==> src/rtl/round_pkg.sv <==
// Shared encodings and LFSR definition for the round scheduler.
package round_pkg;

  typedef enum logic [2:0] {
    ST_IDLE,
    ST_ISSUE,
    ST_WAIT,
    ST_SCORE,
    ST_NEXT,
    ST_OVER
  } state_t;

  localparam logic [3:0] LFSR_SEED = 4'b1001;
  // x^4+x^3+1: feedback from bits 3 and 0 into the bottom of a left shift
  localparam logic [3:0] LFSR_TAPS = 4'b1001;
  localparam logic [6:0] SEC_WRAP  = 7'd99;

  function automatic logic [3:0] lfsr_step(input logic [3:0] s);
    return {s[2:0], ^(s & LFSR_TAPS)};
  endfunction

endpackage

==> src/rtl/sec_ticker.sv <==
// One-second prescaler plus the free-running 0..99 seconds counter.
module sec_ticker
  import round_pkg::*;
#(
  parameter int unsigned TICK_DIV = 50000000
) (
  input  logic       Clock,
  input  logic       Reset,
  input  logic       Clear,
  input  logic       Enable,
  output logic       Tick,
  output logic [6:0] Seconds
);

  localparam int unsigned CW = (TICK_DIV > 1) ? $clog2(TICK_DIV) : 1;

  logic [CW-1:0] count;

  assign Tick = Enable && (count == CW'(TICK_DIV - 1));

  always_ff @(posedge Clock or negedge Reset) begin
    if (!Reset) begin
      count   <= '0;
      Seconds <= '0;
    end else if (Clear) begin
      count   <= '0;
      Seconds <= '0;
    end else if (Enable) begin
      if (Tick) begin
        count   <= '0;
        Seconds <= (Seconds == SEC_WRAP) ? '0 : Seconds + 7'd1;
      end else begin
        count <= count + 1'b1;
      end
    end
  end

endmodule

==> src/rtl/round_scheduler.sv <==
// Game round scheduler: picks an equation per round, times it, and tallies
// score and strikes until the rounds run out or the strike limit is hit.
module round_scheduler
  import round_pkg::*;
#(
  parameter int unsigned TICK_DIV    = 50000000,
  parameter int unsigned ROUND_TIME  = 30,
  parameter int unsigned NUM_ROUNDS  = 8,
  parameter int unsigned MAX_STRIKES = 3
) (
  input  logic       Clock,
  input  logic       Reset,
  input  logic       StartGame,
  input  logic [3:0] EqCorrect,
  input  logic [3:0] EqWrong,
  output logic [3:0] StartEq,
  output logic [1:0] EqSel,
  output logic [6:0] OngoingTimer,
  output logic [6:0] RoundLeft,
  output logic [7:0] Score,
  output logic [3:0] RoundNum,
  output logic [2:0] Strikes,
  output logic       TimeOut,
  output logic       GameOver,
  output logic       Busy
);

  state_t     state;
  logic [3:0] lfsr;
  logic [3:0] lfsr_nxt;
  logic       tick;
  logic       start_game;
  logic       sel_correct;
  logic       sel_wrong;
  logic       last_strike;

  assign lfsr_nxt    = lfsr_step(lfsr);
  assign start_game  = StartGame && ((state == ST_IDLE) || (state == ST_OVER));
  assign sel_correct = EqCorrect[EqSel];
  assign sel_wrong   = EqWrong[EqSel];
  assign last_strike = (Strikes == 3'(MAX_STRIKES - 1));

  sec_ticker #(.TICK_DIV(TICK_DIV)) u_sec_ticker (
    .Clock   (Clock),
    .Reset   (Reset),
    .Clear   (start_game),
    .Enable  (Busy),
    .Tick    (tick),
    .Seconds (OngoingTimer)
  );

  // Issue outputs are loaded on the edge entering ISSUE so the StartEq pulse
  // coincides with the ISSUE cycle itself.
  always_ff @(posedge Clock or negedge Reset) begin
    if (!Reset) begin
      state     <= ST_IDLE;
      lfsr      <= LFSR_SEED;
      StartEq   <= '0;
      EqSel     <= '0;
      RoundLeft <= '0;
      Score     <= '0;
      RoundNum  <= '0;
      Strikes   <= '0;
      TimeOut   <= 1'b0;
      GameOver  <= 1'b0;
      Busy      <= 1'b0;
    end else begin
      StartEq <= '0;
      TimeOut <= 1'b0;
      case (state)
        ST_IDLE, ST_OVER: begin
          if (StartGame) begin
            Score     <= '0;
            Strikes   <= '0;
            RoundNum  <= 4'd1;
            GameOver  <= 1'b0;
            Busy      <= 1'b1;
            lfsr      <= lfsr_nxt;
            EqSel     <= lfsr_nxt[1:0];
            StartEq   <= 4'b0001 << lfsr_nxt[1:0];
            RoundLeft <= 7'(ROUND_TIME);
            state     <= ST_ISSUE;
          end
        end
        ST_ISSUE: state <= ST_WAIT;
        ST_WAIT: begin
          if (tick) RoundLeft <= RoundLeft - 7'd1;
          if (!sel_correct && sel_wrong) Strikes <= Strikes + 3'd1;
          // A non-final wrong answer does not block an expiring round.
          if (sel_correct) begin
            state <= ST_SCORE;
          end else if (sel_wrong && last_strike) begin
            GameOver <= 1'b1;
            Busy     <= 1'b0;
            state    <= ST_OVER;
          end else if (tick && (RoundLeft == 7'd1)) begin
            TimeOut <= 1'b1;
            state   <= ST_NEXT;
          end
        end
        ST_SCORE: begin
          if (Score != 8'hFF) Score <= Score + 8'd1;
          state <= ST_NEXT;
        end
        ST_NEXT: begin
          if (RoundNum == 4'(NUM_ROUNDS)) begin
            GameOver <= 1'b1;
            Busy     <= 1'b0;
            state    <= ST_OVER;
          end else begin
            RoundNum  <= RoundNum + 4'd1;
            lfsr      <= lfsr_nxt;
            EqSel     <= lfsr_nxt[1:0];
            StartEq   <= 4'b0001 << lfsr_nxt[1:0];
            RoundLeft <= 7'(ROUND_TIME);
            state     <= ST_ISSUE;
          end
        end
        default: state <= ST_IDLE;
      endcase
    end
  end

endmodule

==> config.mk <==
export PLATFORM = sky130hd
export DESIGN_NAME = round_scheduler
export DESIGN_NICKNAME = d
export VERILOG_FILES = /design/src/rtl/round_pkg.sv /design/src/rtl/sec_ticker.sv /design/src/rtl/round_scheduler.sv
export SDC_FILE = /design/constraint.sdc
export NUM_CORES = 1
export LEC_CHECK = 0
export BUFFER_PORTS_ARGS = -buffer_cell sky130_fd_sc_hd__buf_2
export CAP_MARGIN = 15
export CORE_ASPECT_RATIO = 1.4
export CORE_UTILIZATION = 30
export DETAILED_ROUTE_END_ITERATION = 6
export HOLD_SLACK_MARGIN = 0.06
export MAX_ROUTING_LAYER = met4
export PLACE_DENSITY = 0.43
export SETUP_SLACK_MARGIN = 0.1
export SYNTH_ARGS = -nofsm -noshare
export SYNTH_HDL_FRONTEND = slang
export SYNTH_SLANG_ARGS = --single-unit
==> constraint.sdc <==
create_clock -name Clock -period 5.1 [get_ports Clock]
set_clock_uncertainty 0.1 [all_clocks]
set_input_delay 0.51 -clock Clock [delete_from_list [all_inputs] [get_ports Clock]]
set_output_delay 0.51 -clock Clock [all_outputs]
set_load 0.01 [all_outputs]
Yosys cells after proc, flatten, opt, wreduce, memory -nomap -nowiden
Cells that the tools add are included.
{ "totals": {"register_bits": 71, "in_bits": 11, "output_inout_bits": 38} }
{ "classes": {"addsub": 6, "n_lt_le_gt_ge": 1, "eq_ne": 20, "n_shift": 1, "muxes": 53, "reduce_logical": 23} }
{ "ops": {"columns": ["operator", "n"], "rows": [
  ["$mux W26", 3],
  ["$mux W7", 7],
  ["$add A26 B1 Y26 const B", 1],
  ["$eq A26 B26 Y1 const B", 1],
  ["$mux W4", 6],
  ["$pmux W4 S2", 3],
  ["$mux W3", 7],
  ["$pmux W7 S3", 1],
  ["$mux W8", 2],
  ["$ne A2 B2 Y1 const B", 8],
  ["$pmux W8 S2", 1],
  ["$pmux W3 S5", 1],
  ["$mux W1", 14],
  ["$reduce_bool A2 Y1", 5],
  ["$eq A3 B2 Y1 const B", 3],
  ["$reduce_and A3 Y1", 3],
  ["$add A8 B1 Y8 const B", 1],
  ["$ne A8 B8 Y1 const B", 1],
  ["$add A7 B1 Y7 const B", 1],
  ["$eq A7 B1 Y1 const B", 1],
  ["$eq A7 B7 Y1 const B", 1],
  ["$sub A7 B1 Y7 const B", 1],
  ["$eq A3 B3 Y1 const B", 2],
  ["$pmux W1 S3", 2],
  ["other kinds (21)", 28]
]} }

Depth between registers and ports, before layout
Gate-level depths: netlist (run 1).
{ "depth": {"word_depth": 7, "depth_mapped": 8} }

Hierarchy
A second synthesis (run 1) with hierarchy kept.
{ "hier_totals": {"hier_cells": 389, "area_unflattened_um2": 3778.6} }
{ "modules_own_cells": {"columns": ["module", "n_inst", "cells_each", "area_each_um2"], "rows": [
  ["round_scheduler", 1, 191, 1930.6],
  ["sec_ticker", 1, 198, 1848.0]
]} }

Worst setup path before layout (run 1)
OpenSTA, ideal clock, no wires.
{ "synth_path": {"kind": "flip-flop to flip-flop", "start": "register u_sec_ticker.count[10]", "end": "register u_sec_ticker.Seconds[5]", "setup_ps": 95, "t_arrival_ps": 1953, "required_ps": 4905, "path_slack_ps": 2952, "path_stages_with_launch": 6, "path_cell_list": "dfrtp_1 or4_4 nor4_4 a21oi_1 or3_4 o31ai_1"} }
{ "synth_via": {"elab_chain_len": 4} }
{ "synth_rtl": {"columns": ["element", "line_no", "text"], "rows": [
  ["from (decl)", "sec_ticker.sv:17", "logic [CW-1:0] count;"],
  ["from (signal assigned)", "sec_ticker.sv:33", "count <= count + 1'b1;"],
  ["$eq A26 B26 Y1", "sec_ticker.sv:19", "assign Tick = Enable && (count == CW'(TICK_DIV - 1));"],
  ["$logic_and A1 B1 Y1", "sec_ticker.sv:19", null],
  ["$reduce_bool A2 Y1 (no source line)", null, null],
  ["$reduce_and A2 Y1 (no source line)", null, null],
  ["to (signal assigned)", "sec_ticker.sv:31", "Seconds <= (Seconds == SEC_WRAP) ? '0 : Seconds + 7'd1;"],
  ["to (decl)", "sec_ticker.sv:12", "output logic [6:0] Seconds"]
]} }
Every way passes these cells.
A chain may end at the register's enable or synchronous reset.

Worst setup path in the final report (run 1)
{ "layout_path": {"start": "register Busy", "end": "register u_sec_ticker.count[23]"} }
{ "layout_via": {"elab_chain_len": 4} }
{ "layout_rtl": {"columns": ["element", "line_no", "text"], "rows": [
  ["from (decl)", "round_scheduler.sv:25", "output logic Busy"],
  ["from (signal assigned)", "round_scheduler.sv:66", "Busy <= 1'b0;"],
  ["from (signal assigned)", "round_scheduler.sv:77", "Busy <= 1'b1;"],
  ["from (signal assigned)", "round_scheduler.sv:94", "Busy <= 1'b0;"],
  ["$logic_and A1 B1 Y1", "sec_ticker.sv:19", null],
  ["$mux W26", "sec_ticker.sv:29", "if (Tick) begin"],
  ["$mux W26", "sec_ticker.sv:28", "end else if (Enable) begin"],
  ["$mux W26", "sec_ticker.sv:25", "end else if (Clear) begin"]
]} }
Parallel ways exist; a longest one is shown, timed or not. The select of a mux whose other input is x is not followed.

==> impl_metrics.csv, run 1 <==
group,metric,value,unit
die,core,12800,um2
global_route,antenna_found_initial,0,
synth,synthArstFlopShare,1.00,
layout,final_common_cell,"dfrtp_1",
cts,root_buffer,"clkbuf_16",
detailed_routing,drtAntennaViolNets,0,
synth,yosys_most_used_dff,"dfrtp_1",
layout,fin_nets,500,
placement,globalplace.congestion,0.799,
critical_path,worstPathArrival,2.78,ns
global_route,grt_pass1_vias,3194,
power_and_ir_drop,p_comb_frac,0.296,
placement,port_buffers,48,
cts,hold_buffers,0,
layout,area.growth.synth_to_final,17.2,%
layout,final_cell_count_no_fill,634,
timing,slew_violations,0,
placement,place_inst,618,
layout,fin_util,0.358,
die,die-area,13500,um2
global_route,grt-ovfl-total,0,
detailed_routing,drc,0,
cts,numClockSinks,70,
global_route,grt_pass1_wl,16500,um
cts,htree_levels,3,
power_and_ir_drop,p_sw_frac,0.376,
timing,fin_setup_tns,0,ns
die,initial_core_util,0.306,
power_and_ir_drop,clock_power_share,0.296,
timing,worstMarginPinSlew,0.997,ns
global_route,track_usage,0.162,
layout,multi_input_area,2040,um2
layout,seq_area,1750,um2
cts,cts.clk_slew.worst_paths,0.06,ns
cts,cts_tree,"yes",
synth,yosysSeqAreaShare,0.448,
critical_path,end_kind,"flip-flop",
flow_run,max-cap-violations,0,
timing,setup_viol,0,
detailed_routing,drt_wl_total,10000,um
critical_path,crit_fanout,18,
layout,fillCellCount,1339,
detailed_routing,dr.pass1.iters,4,
die,num_rows,49,
power_and_ir_drop,p_switching,0.000747,W
detailed_routing,dr_total_vias,3295,
critical_path,critPathKind,"reg2reg",
detailed_routing,wl_per_cell,15.8,um
placement,hpwl,7000,um
critical_path,start_kind,"flip-flop",
cts,clk_latency,0.33,ns
cts,clockBufferDepth,2,
synth,synth_enable_flop_cells,0,
cts,cts_resized,0,
power_and_ir_drop,p_leak,1.99,nW
synth,ys_seq_elements,70,
synth,syn_nets,450,
timing,rsz0062_at_grt,"false",
synth,ys_types,58,
power_and_ir_drop,cellPowerDensity,432,nW/um2
cts,cts_made_buffers,9,
synth,syn_area,3920,um2
min_path,min_path_type,"in2async",
layout,drive_gt1_frac,0.170,
cts,postCtsSetupBuffers,0,
die,ioPinCount,49,
detailed_routing,vias_per_cell,5.20,
timing,period_needed,2.70,ns
outcome,status,"finished clean",
die,fp.dieH,137,um
synth,synth_cells,426,
timing,fmax,0.370,GHz
timing,hold-worst-slack,0.309,ns
layout,mostFrequentLayoutCells,"68 x dfrtp_1, 49 x nand2_1, 48 x buf_2",
synth,ys.warnings.count,0,
power_and_ir_drop,seq_power_share,0.408,
die,die_w,98.6,um
timing,hold_viol,0,
critical_path,crit_required,5.18,ns
timing,relSlewSlack,0.325,
detailed_routing,drt_iter0_markers,115,
power_and_ir_drop,intPower,0.00124,W
synth,syn_area_per_cell,9.20,um2
timing,post-route-period-util,0.530,
layout,diodes,0,
power_and_ir_drop,ir_drop,0.000223,V
global_route,grt_max_degree,71,
[power by group through the flow]
stage,clock (W),sequential [W],combinational [W]
5_1_grt,0.000627,0.000835,0.000671
6_report,0.000587,0.000810,0.000587
4_1_cts,0.000605,0.000812,0.000600
3_3_place_gp,0,0.000819,0.000590
2_1_floorplan,0,0.000778,0.000423
3_5_place_dp,0,0.000820,0.000597
[worst paths after layout]
check,startpoint,to,slack [ns],depth (start not counted)
max,Busy,u_sec_ticker.count[23],2.40,5
min,Reset,u_sec_ticker.Seconds[3],0.31,2
max reg2reg,Busy,u_sec_ticker.count[23],2.40,5
min reg2reg,lfsr[2],lfsr[2],0.39,2
max in group asynchronous,Reset,u_sec_ticker.count[2],3.95,2
min in group Clock,lfsr[2],lfsr[2],0.39,2
[synthesized netlist by cell type (3+ instances only)]
master | number | area share
a21oi_1 | 18 | 0.023
a31oi_1 | 3 | 0.0048
and2_1 | 8 | 0.013
and3_1 | 6 | 0.0096
and4_1 | 3 | 0.0067
clkbuf_1 | 9 | 0.0086
dfrtp_1 | 68 | 0.43
ha_1 | 13 | 0.042
inv_1 | 17 | 0.016
mux2i_1 | 7 | 0.018
nand2_1 | 49 | 0.047
nand2b_1 | 7 | 0.011
nand3_1 | 23 | 0.029
nand3b_1 | 3 | 0.0057
nand4_1 | 11 | 0.018
nor2_1 | 44 | 0.042
nor3_1 | 10 | 0.013
nor4_1 | 16 | 0.026
nor4b_1 | 3 | 0.0067
o21a_1 | 3 | 0.0057
o21ai_0 | 26 | 0.033
o22ai_1 | 3 | 0.0048
o31ai_1 | 3 | 0.0057
or2_2 | 3 | 0.0048
or3_1 | 3 | 0.0048
or3b_2 | 3 | 0.0067
xnor2_1 | 10 | 0.022
xor2_1 | 13 | 0.029
[worst max-delay path, cell delays in order (launching register included)]
cell and delay (ns):
dfrtp_1 0.72, nand2_1 0.16, or3b_2 0.48, nor4_1 0.77, or2_2 0.23, a31oi_1 0.08
[logic make-up (layout without fill, tap and decap cells)]
group                      Yosys count  after routing  share of synthesized area
xor gates and xnor gates            23             23                     0.0514
AOI/OAI and AO/OA                   73             73                      0.113
and+or+nand+nor                    209            209                      0.286
buffers and inverters               29             84                     0.0310
adders and majority gates           13             13                     0.0415
DFF                                 70             70                      0.448
muxes                                9              9                     0.0294
[layer usage]
layer	GRT usage	vias up	routed length (um)
li1	-	1625	-
met1	0.196	1595	4460
met2	0.272	63	5080
met3	0.0284	12	305
met4	0.0589	0	172
met5	-	-	0
[final cells by class]
type,instances,area share
timing repair buffer,51,0.0573
tap,153,0.0417
multi-input combinational,327,0.445
sequential,70,0.382
clock buffer,15,0.0583
clock inverter,1,0.00109
inverter,17,0.0139
[registers in the layout (all words and copies together) (netlist names), 3 cells and up]
| register | count |
|---|---|
| RoundNum | 4 |
| lfsr | 4 |
| state | 3 |
| u_sec_ticker.count | 26 |
| Strikes | 3 |
| u_sec_ticker.Seconds | 7 |
| StartEq | 4 |
| Score | 8 |
| RoundLeft | 7 |
[stage by stage]
stage / area (um2) / setup WS (ns) / total power [W]
finish: 4590 / 2.40 / 0.00198
global placement: 4320 / 2.39 / 0.00141
detailed placement: 4320 / 2.39 / 0.00142
global route: 4590 / 2.26 / 0.00213
floorplan: 3920 / 2.95 / 0.00120
CTS: 4590 / 2.37 / 0.00202
Note: power is estimated with default switching activity, not from simulation.
==> inputs of run 2 (changes only) <==
--- a/config.mk
+++ b/config.mk
@@ -12,7 +12,7 @@
 export DETAILED_ROUTE_END_ITERATION = 6
 export HOLD_SLACK_MARGIN = 0.06
 export MAX_ROUTING_LAYER = met4
-export PLACE_DENSITY = 0.43
+export PLACE_DENSITY = 0.44
 export SETUP_SLACK_MARGIN = 0.1
 export SYNTH_ARGS = -nofsm -noshare
 export SYNTH_HDL_FRONTEND = slang
==> constraint.sdc (replaced) <==
create_clock -name Clock -period 2.47 [get_ports Clock]
set_clock_uncertainty 0.1 [all_clocks]
set_input_delay 0.247 -clock Clock [delete_from_list [all_inputs] [get_ports Clock]]
set_output_delay 0.247 -clock Clock [all_outputs]
set_load 0.01 [all_outputs]
==> run 2 against run 1 <==
  * Total power rose by 110%
  * Worst hold slack improved by 0.0024 ns
  * Cell count rose by 4.3%
  * Final area rose by 5.7%
  * Non-clock buffer count rose by 27
  * Maximum frequency rose by 17%
  * Die area did not move
  * Register-to-register slack got worse by 2.2 ns
  * Count of clock-buffer cells in the layout fell by 6
  * Setup slack got worse by 2.2 ns
  * First-iteration DRC count rose by 20%
  * Combinational power rose by 140%
  * Largest power group unchanged
==> impl_metrics.csv, run 2 (synthesized netlist as in run 1, its figures left out) <==
group,metric,value,unit
outcome,status,"finished clean",
placement,port_buffers,48,
timing,hold-worst-slack,0.312,ns
global_route,grt_pass1_wl,16700,um
layout,fillCellCount,1310,
placement,hpwl,7120,um
cts,htree_levels,3,
cts,root_buffer,"clkbuf_16",
layout,final_common_cell,"dfrtp_1",
layout,mostFrequentLayoutCells,"67 x dfrtp_1, 48 x nand2_1, 48 x buf_2",
detailed_routing,dr.pass1.iters,4,
power_and_ir_drop,cellPowerDensity,878,nW/um2
layout,area.growth.synth_to_final,23.8,%
die,fp.dieH,137,um
power_and_ir_drop,p_leak,2.13,nW
die,die-area,13500,um2
timing,fmax,0.435,GHz
timing,period_needed,2.30,ns
cts,clockBufferDepth,2,
power_and_ir_drop,ir_drop,0.000458,V
detailed_routing,dr_total_vias,3341,
timing,fin_setup_tns,0,ns
critical_path,critPathKind,"reg2reg",
detailed_routing,wl_per_cell,14.9,um
timing,rsz0062_at_grt,"false",
critical_path,end_kind,"flip-flop",
die,core,12800,um2
flow_run,max-cap-violations,0,
timing,hold_viol,0,
die,ioPinCount,49,
layout,top_regs,"u_sec_ticker.count x26, Score x8",
detailed_routing,vias_per_cell,5.05,
timing,slew_violations,0,
placement,globalplace.congestion,0.789,
die,num_rows,49,
detailed_routing,drt_wl_total,9830,um
timing,setup_viol,0,
layout,diodes,0,
layout,fin_util,0.378,
power_and_ir_drop,total_power,0.00426,W
global_route,grt_pass1_vias,3291,
cts,numClockSinks,70,
layout,largest_reg_flops,26,
layout,seq_area,1760,um2
detailed_routing,drtAntennaViolNets,0,
layout,final_cell_count_no_fill,661,
min_path,min_path_type,"in2reg",
layout,fin_nets,527,
placement,place_inst,636,
global_route,grt-ovfl-total,0,
die,initial_core_util,0.306,
detailed_routing,drt_iter0_markers,138,
critical_path,crit_required,2.63,ns
critical_path,crit_fanout,5,
timing,relSlewSlack,0.585,
die,die_w,98.6,um
detailed_routing,drc,0,
critical_path,start_kind,"flip-flop",
cts,clk_latency,0.34,ns
global_route,grt_max_degree,50,
layout,drive_gt1_frac,0.232,
timing,worstMarginPinSlew,0.618,ns
cts,cts.clk_slew.worst_paths,0.06,ns
critical_path,worstPathArrival,2.46,ns
timing,post-route-period-util,0.931,
cts,cts_tree,"yes",
layout,regMostFlops,"u_sec_ticker.count",
cts,cts_made_buffers,9,
global_route,antenna_found_initial,0,
global_route,track_usage,0.164,
layout,multi_input_area,2060,um2
-- run 2: changes by cell type in the layout (fill, tap and decap cells not counted), sizes merged --
cell         before  now
dlygate4sd3       0    1
clkinv            1    0
buf              51   77
clkbuf           15    9
clkinvlp          0    4
inv              17   20
-- run 2: per-layer routing --
layer / part of all wire / global-route usage / vias to the layer above
li1: - / - / 1682
met1: 0.45 / 0.199 / 1598
met2: 0.51 / 0.277 / 53
met3: 0.027 / 0.0284 / 8
met4: 0.013 / 0.0547 / 0
met5: 0 / - / -
-- run 2: worst max-delay path, stage by stage (launching register included) --
cell and delay, ns:
dfrtp_2 0.43, or4_4 0.54, nor4_4 0.21, buf_4 0.18
buf_4 0.11, nand2_2 0.05, or4_1 0.46, a21oi_1 0.15
-- run 2: stage by stage --
stage	setup slack, ns	instance area [um2]
after global placement	0.150	4480
after global routing	0.0812	4850
final	0.171	4850
after detailed placement	0.0461	4480
after CTS	0.0939	4770
after floorplan	0.322	3920
-- run 2: final cells by class --
class | instances | share of cell area
clock inverter | 7 | 0.0116
clock buffer | 9 | 0.0464
tap | 153 | 0.0395
multi-input combinational | 327 | 0.426
inverter | 17 | 0.0132
timing repair buffer | 78 | 0.102
sequential | 70 | 0.362
-- run 2: repair_timing --
action,4_1_cts,5_1_grt
hold buffers,1,0
pin swaps,0,2
resized for setup,1,6
setup endpoints to repair,4,14
hold endpoints to repair,19,0
setup buffers,0,8
-- run 2: where the power goes --
group	internal [W]	switching [W]	total (W)	leakage (nW)
sequential	0.00135	0.000260	0.00161	0.919
clock	0.000690	0.000544	0.00123	0.125
combinational	0.000571	0.000839	0.00141	1.08
-- run 2: worst paths after layout --
kind	startpoint	end	slack, ns	cells past startpoint
worst max-delay path	u_sec_ticker.count[11]	u_sec_ticker.Seconds[6]	0.17	7
worst max register to register	u_sec_ticker.count[11]	u_sec_ticker.Seconds[6]	0.17	7
worst min register to register	lfsr[2]	lfsr[2]	0.39	2
min in group asynchronous	Reset	RoundLeft[2]	0.33	2
max in group asynchronous	Reset	u_sec_ticker.count[11]	1.26	3
worst min-delay path	StartGame	state[0]	0.31	4
==> inputs of run 3 (changes only) <==
--- a/config.mk
+++ b/config.mk
@@ -5,6 +5,7 @@
 export SDC_FILE = /design/constraint.sdc
 export NUM_CORES = 1
 export LEC_CHECK = 0
+export ABC_AREA = 1
 export BUFFER_PORTS_ARGS = -buffer_cell sky130_fd_sc_hd__buf_2
 export CAP_MARGIN = 15
 export CORE_ASPECT_RATIO = 1.4
==> run 3 against run 2 <==
  * Sequential share of layout area is 1.6 points lower
  * Cell count grew 28%
  * Via count grew 19%
  * Global-route usage rose by 1.7 points
  * Count of clock-buffer cells in the layout up 1
  * Setup slack gained 0.37 ns
  * Die area up 8.9%
  * Sequential cell count stayed put
  * Worst hold slack got worse by 0.057 ns
  * First-iteration DRC count grew 5.1%
  * Critical path type unchanged
  * Highest routed layer unchanged
==> impl_metrics.csv, run 3 <==
group,metric,value,unit
synth,synth_most_common_cell,"nand2_1",
timing,rsz0062_at_grt,"false",
synth,syn_area,4270,um2
min_path,min_path_type,"in2reg",
global_route,grt_pass1_wl,19400,um
layout,final_cell_count_no_fill,844,
cts,root_buffer,"clkbuf_16",
detailed_routing,drc,0,
die,core,13900,um2
critical_path,crit_path_start,"u_sec_ticker.count[0]",
detailed_routing,dr.pass1.iters,4,
timing,fmax,0.517,GHz
synth,ys_seq_elements,70,
cts,clk_latency,0.34,ns
global_route,antenna_found_initial,0,
timing,worstMarginPinSlew,0.954,ns
cts,clockBufferDepth,2,
critical_path,end_kind,"flip-flop",
synth,syn_area_per_cell,7.15,um2
synth,ys_top_cells_by_area,"dfrtp_1 40%, nand2_1 17%, nor2_1 6.9%",
synth,synth_compound_area_frac,0.0597,
die,num_rows,51,
detailed_routing,dr_total_vias,3963,
detailed_routing,wl_per_cell,13.8,um
critical_path,worstPathArrival,2.11,ns
synth,yosysSeqAreaShare,0.411,
cts,cts_tree,"yes",
synth,syn_nets,622,
synth,synth_cells,598,
synth,yosys-top-cells-count,"191 x nand2_1, 78 x nor2_1, 68 x dfrtp_1, 63 x inv_1, 56 x nand3_1",
timing,timing.final.ws_setup,0.537,ns
layout,largest_reg_flops,26,
die,ioPinCount,49,
power_and_ir_drop,total_power,0.00476,W
detailed_routing,drt_iter0_markers,145,
placement,hpwl,8600,um
global_route,grt_max_degree,71,
cts,hold_buffers,1,
detailed_routing,vias_per_cell,4.70,
timing,hold_viol,0,
layout,top_regs,"u_sec_ticker.count x26, Score x8",
layout,fin_util,0.364,
synth,ys_types,35,
cts,cts.clk_slew.worst_paths,0.06,ns
cts,postCtsSetupBuffers,0,
timing,setup_viol,0,
power_and_ir_drop,p_leak,2.47,nW
synth,synth_top_area_frac,0.398,
synth,synth_adder_area_share,0.0381,
layout,mostFrequentLayoutCells,"191 x nand2_1, 78 x nor2_1, 68 x dfrtp_1",
layout,fillCellCount,1568,
placement,globalplace.congestion,0.855,
power_and_ir_drop,cellPowerDensity,939,nW/um2
synth,synth_mux_area_frac,0.00234,
synth,synthArstFlopShare,1.00,
timing,relSlewSlack,0.364,
flow_run,max-cap-violations,0,
layout,drive_gt1_frac,0.146,
synth,synth_enable_flop_cells,0,
cts,numClockSinks,70,
synth,yosysTopAreaCell,"dfrtp_1",
synth,ys.warnings.count,0,
cts,cts_made_buffers,9,
layout,area.growth.synth_to_final,18.6,%
global_route,track_usage,0.181,
power_and_ir_drop,ir_drop,0.000448,V
min_path,min_from,"StartGame",
layout,diodes,0,
layout,fin_nets,678,
synth,yosys_most_used_dff,"dfrtp_1",
layout,regMostFlops,"u_sec_ticker.count",
global_route,grt_pass1_vias,3997,
critical_path,crit_required,2.65,ns
placement,port_buffers,48,
detailed_routing,drtAntennaViolNets,0,
global_route,grt-ovfl-total,0,
placement,place_inst,827,
layout,final_common_cell,"nand2_1",
die,initial_core_util,0.307,
synth,synth_top_family_by_area,"simple AND/OR/NAND/NOR gates",
timing,period_needed,1.93,ns
critical_path,start_kind,"flip-flop",
critical_path,crit_fanout,9,
detailed_routing,drt_wl_total,11600,um
die,die_w,103,um
cts,cts_resized,0,
cts,htree_levels,3,
timing,post-route-period-util,0.783,
die,fp.dieH,143,um
critical_path,critPathKind,"reg2reg",
critical_path,reg2reg_from,"u_sec_ticker.count[0]",
placement,post-place-ws,0.505,ns
synth,synthSimpleGateAreaFrac,0.376,
timing,fin_setup_tns,0,ns
die,die-area,14700,um2
synth,synth_xor_area_frac,0.0410,
timing,slew_violations,0,
outcome,status,"finished clean",
## run 3: cell types whose count changed after synthesis, sizes merged, moves of 7 or more
cell,change
nand3,+33
nand2,+149
clkbuf,-8
a21oi,-10
nor2,+43
nand2b,-7
inv,+51
nor4,-18
## run 3: cell families (layout without fill, tap and decap cells)
family | Yosys count | after routing
compound gates | 45 | 45
flops | 70 | 70
buf+inv | 76 | 137
fa+ha+maj | 13 | 13
mux | 1 | 1
simple gates | 373 | 373
xor+xnor | 20 | 20
## run 3: path summary, 6_finish.rpt
path,to,slack [ns],cells past startpoint
max,u_sec_ticker.count[24],0.54,10
max reg2reg,u_sec_ticker.count[24],0.54,10
max in group asynchronous,RoundNum[3],1.17,2
min in group asynchronous,u_sec_ticker.count[14],0.46,2
min,state[2],0.26,5
min reg2reg,lfsr[3],0.40,2
## run 3: routing by layer
layer  track usage  vias up  wire, um
li1              -     2022         -
met1         0.198     1855      4940
met2         0.309       62      6030
met3        0.0333       24       307
met4        0.0890        0       351
met5             -        -         0
## run 3: worst max-delay path: stages (launching register included)
cell,delay [ns]
dfrtp_1,0.40
ha_1,0.23
nand2_1,0.09
nor2_1,0.06
nand2_1,0.06
nor2_1,0.04
nand2_1,0.18
nand2_2,0.21
nor2_2,0.30
nand2_1,0.13
nand2_1,0.07
## run 3: area by class of cell
cell class              instances  area [um2]  share of cell area
clock buffers                  10         239              0.0472
clock inverters                 6        93.8              0.0185
inverters                      68         255              0.0504
multi-input cells             452        2210               0.436
flip-flops and latches         70        1750               0.346
well taps                     185         231              0.0457
repair buffers                 53         283              0.0558
## run 3: per-stage QoR
step	area, um2	hold slack (ns)
after global placement	4720	0.368
final	5070	0.255
after global routing	5070	0.290
after detailed placement	4720	0.373
after CTS	5070	0.242
after floorplan	4270	-0.149
## run 3: report_power, final
group | internal (W) | total, W | leakage [nW] | switching (W)
Clock | 0.000919 | 0.00147 | 0.159 | 0.000552
Sequential | 0.00138 | 0.00159 | 0.933 | 0.000212
Combinational | 0.000530 | 0.00170 | 1.38 | 0.00117
